==> config.mk <==
export PLATFORM = sky130hd
export DESIGN_NAME = bus_arbiter
export DESIGN_NICKNAME = d
export VERILOG_FILES = /design/src/rtl/bus_pkg.sv /design/src/rtl/bus_arb_pick.sv /design/src/rtl/bus_arbiter.sv
export SDC_FILE = /design/constraint.sdc
export NUM_CORES = 1
export LEC_CHECK = 0
export CORE_AREA = 2 2 186 188
export CTS_BUF_LIST = sky130_fd_sc_hd__clkbuf_4
export DETAILED_ROUTE_END_ITERATION = 8
export DIE_AREA = 0 0 188 190
export PLACE_DENSITY = 0.75
export SYNTH_ARGS = -nofsm -noshare
export SYNTH_HDL_FRONTEND = slang
export SYNTH_SLANG_ARGS = --single-unit
==> constraint.sdc <==
create_clock -name clk -period 6.35 [get_ports clk]
set_clock_uncertainty 0.2 [all_clocks]
set_input_delay 0.635 -clock clk [delete_from_list [all_inputs] [get_ports clk]]
set_output_delay 0.635 -clock clk [all_outputs]
set_load 0.05 [all_outputs]
==> src/rtl/bus_pkg.sv <==
// rtl/bus_pkg.sv - shared types and constants for the datapath bus arbiter
package bus_pkg;

    typedef enum logic {
        ST_IDLE = 1'b0,
        ST_XFER = 1'b1
    } bus_state_e;

    localparam logic ARB_FIXED = 1'b0;
    localparam logic ARB_RR    = 1'b1;

    // Standard datapath source slots; lower index means higher fixed priority.
    localparam int SRC_PC  = 0;
    localparam int SRC_IR  = 1;
    localparam int SRC_AR  = 2;
    localparam int SRC_AC  = 3;
    localparam int SRC_X   = 4;
    localparam int SRC_Y   = 5;
    localparam int SRC_Z   = 6;
    localparam int SRC_STL = 7;
    localparam int SRC_STH = 8;
    localparam int SRC_R   = 9;
    localparam int SRC_R1  = 10;
    localparam int SRC_R2  = 11;
    localparam int SRC_R3  = 12;
    localparam int SRC_DM  = 13;
    localparam int SRC_IM  = 14;
    localparam int SRC_AUX = 15;

    localparam int BURST_W = 8;

endpackage

==> src/rtl/bus_arb_pick.sv <==
// rtl/bus_arb_pick.sv - combinational winner select, fixed priority or round-robin
module bus_arb_pick
    import bus_pkg::*;
#(
    parameter int NSRC = 16
) (
    input  logic [NSRC-1:0]         req,
    input  logic [$clog2(NSRC)-1:0] rr_ptr,
    input  logic                    mode,
    output logic [NSRC-1:0]         win_onehot,
    output logic [$clog2(NSRC)-1:0] win_id
);

    localparam int IDW = $clog2(NSRC);

    int             idx_i;
    logic [IDW-1:0] idx;
    logic           found;

    // Round-robin scans from the slot just after rr_ptr, wrapping modulo NSRC.
    always_comb begin
        win_id = '0;
        found  = 1'b0;
        idx_i  = 0;
        idx    = '0;
        for (int k = 0; k < NSRC; k++) begin
            if (mode == ARB_RR) begin
                idx_i = (int'(rr_ptr) + 1 + k) % NSRC;
            end else begin
                idx_i = k;
            end
            idx = IDW'(idx_i);
            if (!found && req[idx]) begin
                found  = 1'b1;
                win_id = idx;
            end
        end
        win_onehot = found ? (NSRC'(1) << win_id) : '0;
    end

endmodule

==> src/rtl/bus_arbiter.sv <==
// rtl/bus_arbiter.sv - registered datapath bus arbiter with locked bursts and backpressure
module bus_arbiter
    import bus_pkg::*;
#(
    parameter int NSRC      = 16,
    parameter int WIDTH     = 24,
    parameter int RR_MODE   = 1,
    parameter int MAX_BURST = 8
) (
    input  logic                    clk,
    input  logic                    rst_n,
    input  logic                    read_en,
    input  logic [NSRC-1:0]         req,
    input  logic [NSRC-1:0]         lock,
    input  logic [NSRC*WIDTH-1:0]   src_data,
    input  logic                    sink_ready,
    output logic [WIDTH-1:0]        busout,
    output logic                    bus_valid,
    output logic [NSRC-1:0]         grant,
    output logic [$clog2(NSRC)-1:0] grant_id,
    output logic [BURST_W-1:0]      burst_cnt
);

    localparam int                 IDW        = $clog2(NSRC);
    localparam logic               MODE       = (RR_MODE != 0) ? ARB_RR : ARB_FIXED;
    localparam logic [BURST_W-1:0] BURST_LAST = BURST_W'(MAX_BURST - 1);

    bus_state_e         state_q, state_d;
    logic [WIDTH-1:0]   busout_q, busout_d;
    logic [NSRC-1:0]    grant_q, grant_d;
    logic [IDW-1:0]     grant_id_q, grant_id_d;
    logic [IDW-1:0]     rr_ptr_q, rr_ptr_d;
    logic [BURST_W-1:0] burst_cnt_q, burst_cnt_d;

    logic [WIDTH-1:0]   src_arr [NSRC];
    logic [NSRC-1:0]    pick_onehot;
    logic [IDW-1:0]     pick_id;
    logic               load_opp;
    logic               cont;
    logic               arb;

    for (genvar g = 0; g < NSRC; g++) begin : g_src
        assign src_arr[g] = src_data[g*WIDTH +: WIDTH];
    end

    bus_arb_pick #(
        .NSRC (NSRC)
    ) u_pick (
        .req        (req),
        .rr_ptr     (rr_ptr_q),
        .mode       (MODE),
        .win_onehot (pick_onehot),
        .win_id     (pick_id)
    );

    // A stalled beat (valid without ready) never reaches a load opportunity.
    assign load_opp = (state_q == ST_IDLE) || sink_ready;
    assign cont     = (state_q == ST_XFER) && read_en && lock[grant_id_q]
                      && req[grant_id_q] && (burst_cnt_q < BURST_LAST);
    assign arb      = !cont && read_en && (|req);

    always_comb begin
        state_d     = state_q;
        busout_d    = busout_q;
        grant_d     = grant_q;
        grant_id_d  = grant_id_q;
        rr_ptr_d    = rr_ptr_q;
        burst_cnt_d = burst_cnt_q;
        if (load_opp) begin
            if (cont) begin
                busout_d    = src_arr[grant_id_q];
                burst_cnt_d = burst_cnt_q + BURST_W'(1);
            end else if (arb) begin
                state_d     = ST_XFER;
                busout_d    = src_arr[pick_id];
                grant_d     = pick_onehot;
                grant_id_d  = pick_id;
                rr_ptr_d    = pick_id;
                burst_cnt_d = '0;
            end else begin
                state_d = ST_IDLE;
                grant_d = '0;
            end
        end
    end

    always_ff @(posedge clk) begin
        if (!rst_n) begin
            state_q     <= ST_IDLE;
            busout_q    <= '0;
            grant_q     <= '0;
            grant_id_q  <= '0;
            rr_ptr_q    <= IDW'(NSRC - 1);
            burst_cnt_q <= '0;
        end else begin
            state_q     <= state_d;
            busout_q    <= busout_d;
            grant_q     <= grant_d;
            grant_id_q  <= grant_id_d;
            rr_ptr_q    <= rr_ptr_d;
            burst_cnt_q <= burst_cnt_d;
        end
    end

    assign busout    = busout_q;
    assign bus_valid = (state_q == ST_XFER);
    assign grant     = grant_q;
    assign grant_id  = grant_id_q;
    assign burst_cnt = burst_cnt_q;

endmodule

==> implementation parameters <==
Parameter                              Value

Global route
  Global-route total usage across every layer    31.2%
  First-pass GRT wire length    83400 um
  Vias in the first global route    13125
  Total gr overflow    0
  Pin count of the biggest net entering global routing    69
  Antenna violations before repair    12

CTS
  Number of buffers added to fix hold violations after cts    0
  Number of gates given a new drive strength after cts    0
  Number of buffers between clock root and the deepest sink    2
  TritonCTS buffer count    9
  CTS tree    built
  Clock-pin slew on the worst setup and hold paths    0.16 ns
  Clk Latency, worst-skew pair    0.45 ns
  H-Tree Level Count    3
  Sinks on Clock Net    57
  Number of setup buffers added after CTS    0
  Cell at the root of the clock tree    sky130_fd_sc_hd__clkbuf_4

Finish
  Footprint of the flip-flops and latches    1150 um^2
  Leading cell type in the layout, fill and taps excluded    sky130_fd_sc_hd__clkdlybuf4s50_1
  Share of layout cells above drive strength 1    16.8%
  Area of the multi-input gates    9340 um^2
  Fin util    48.8%
  Nets@finish    2007
  Leading cell types in the layout, fill and taps excluded    sky130_fd_sc_hd__clkdlybuf4s50_1, sky130_fd_sc_hd__mux2i_1, sky130_fd_sc_hd__mux4_2
  Layout Area Growth over Synthesis    49.1%
  Number of fillers in the final layout    3105

Setup path
  Critical-path maximum fanout    43
  Worst setup path class    reg -> reg
  Worst path required time    6.51 ns
  Worst Path Arrival    6.10 ns
  Kind of start point of the critical path    register
  Type of element capturing the critical path    register

Route
  Met1 wire length    21100 um
  Met2 wire len    28100 um
  Final WL    57800 um
  Initial DRC count    1130
  Uppermost routed layer    met5
  WL met3    5340 um
  Total number of vias    12974
  Vias/cell    6.32
  Post-route DRC    0
  Number of nets still failing antenna checks after routing    0
  Drt pass-1 iters    6
  Detailed-route wire length per cell    28.1 um

Die
  Number of rows created at floorplan    68
  Initial core utilization    32.7%
  Core ar.    33900 um^2
  Die outline height    190 um
  Die X    188 um
  I/O pin count    473
  Total Die Area    35700 um^2

Synth
  Yosys reg bits    57
  Ys flop type    sky130_fd_sc_hd__dfxtp_1
  Share of flip-flops with an asynchronous set or reset after synthesis    0%
  Per-instance average area after synthesis    9.54 um^2
  Top area cells in the synthesized netlist    sky130_fd_sc_hd__mux4_2, sky130_fd_sc_hd__mux2i_1, sky130_fd_sc_hd__dfxtp_1
  Synthesized instance count    1165
  Combined area of all synthesized cells    11100 um^2
  Sequential element share of the synthesized area    10.3%
  Number of distinct library cells after synthesis    86
  Area share of the leading cell type in the synthesized netlist    28.8%
  Warning count from the yosys run    0
  Net Count, Synth    1588
  Cell taking the most area after synthesis    sky130_fd_sc_hd__mux4_2
  Count of flip-flops with a built-in enable after synthesis    0

Placement
  Quantity of I/O buffers inserted on ports    472
  Final HPWL DP    44600 um
  Gpl congestion    1.07

STA
  Unrepaired setup endpoints after global routing    false
  Total count of hold-check failures in the final report    0
  Final worst path period need    5.94 ns
  Relative slew margins    24.8%
  Actual slew at the worst max-slew pin    1.13 ns
  Setup Viol. Count Final    0
  Final cycle utilization of the critical path    93.5%
  Final-layout setup total negative slack    0 ns
  Maximum clock frequency    168 MHz
  Max Slew Vio Count    0

Run status
  Outcome    completed

Run
  # Max-Cap Violations    0

Min path
  Type of the most critical hold path    reg -> reg
[sequential cells by signal, indices dropped and copies added (netlist names)]
name,flops
burst_cnt,8
bus_valid,1
busout,24
grant,16
grant_id,4
rr_ptr_q,4
[synth_stat cells (all sizes together), types with 4 or more instances]
master	n
o211ai	9
xnor2	5
a221oi	4
or2	4
inv	17
or3	8
a31oi	11
a22oi	84
a211o	4
mux2i	193
mux2	24
a2111oi	4
a211oi	6
nand4	14
nand2b	13
and3	10
dfxtp	57
nand2	77
nand3	23
xor2	6
buf	54
and2	11
nor3b	33
nor3	11
a311oi	7
a21oi	78
clkbuf	61
mux4	143
a21o	4
o22ai	25
o21ai	39
nor2	70
[routing by layer]
metal	up-vias	track usage, %
met3	194	7.08
li1	5577	-
met2	880	53.4
met4	8	15.1
met1	6315	37.0
met5	-	0
[metrics by stage]
stage	setup slack (ns)	hold slack [ns]	area, um^2	std cells
after floorplan	1.07	0.475	11100	1165
after global placement	0.685	0.247	16400	2028
after detailed placement	0.553	0.250	16400	2028
after CTS	0.467	0.267	16500	2044
after global routing	0.0541	0.312	16600	2050
final	0.413	0.264	16600	2052
[path summary, 6_finish.rpt]
kind / from / end / slack, ns / cells past startpoint
worst max-delay path: rr_ptr_q[0] / busout[5] / 0.41 / 17
worst min-delay path: grant[10] / grant[10] / 0.26 / 2
worst max register to register: rr_ptr_q[0] / busout[5] / 0.41 / 17
worst min register to register: grant[10] / grant[10] / 0.26 / 2
[cells by family (layout without fill, tap and decap cells)]
logic type	count (synthesis)	after routing	share of synthesized area [%]
muxes	360	360	48.8
xor gates and xnor gates	13	13	1.53
AOI/OAI and AO/OA	307	307	18.7
buffers and inverters	133	557	6.36
DFF	57	57	10.3
other	0	8	0
adders and majority gates	3	3	0.338
and+or+nand+nor	292	292	14.0
[layout make-up]
cell class | count | area share, %
Multi-Input combinational cell | 975 | 56.3
Timing Repair Buffer | 523 | 31.6
Sequential cell | 57 | 6.95
Tap cell | 455 | 3.44
Clock inverter | 7 | 0.755
Clock buffer | 9 | 0.408
Inverter | 18 | 0.408
Antenna cell | 8 | 0.121
[critical path, cell delays in order (launching register included)]
cell and delay [ns]:
sky130_fd_sc_hd__dfxtp_1 0.43, sky130_fd_sc_hd__clkinv_1 0.11, sky130_fd_sc_hd__ha_1 0.49, sky130_fd_sc_hd__buf_12 0.24, sky130_fd_sc_hd__mux2_1 0.34, sky130_fd_sc_hd__mux4_2 0.53
sky130_fd_sc_hd__mux2_2 0.37, sky130_fd_sc_hd__nor3_2 0.29, sky130_fd_sc_hd__nand4_4 0.17, sky130_fd_sc_hd__or4_4 0.62, sky130_fd_sc_hd__a2111oi_2 0.21, sky130_fd_sc_hd__or4b_1 0.18
sky130_fd_sc_hd__o211a_4 0.31, sky130_fd_sc_hd__buf_4 0.64, sky130_fd_sc_hd__mux2i_1 0.17, sky130_fd_sc_hd__a22oi_1 0.22, sky130_fd_sc_hd__nand3_1 0.11, sky130_fd_sc_hd__o22ai_1 0.18
Power is left out: the tool's default activity adds up to more than one toggle a clock period on the data nets, which glitch-free logic cannot reach.
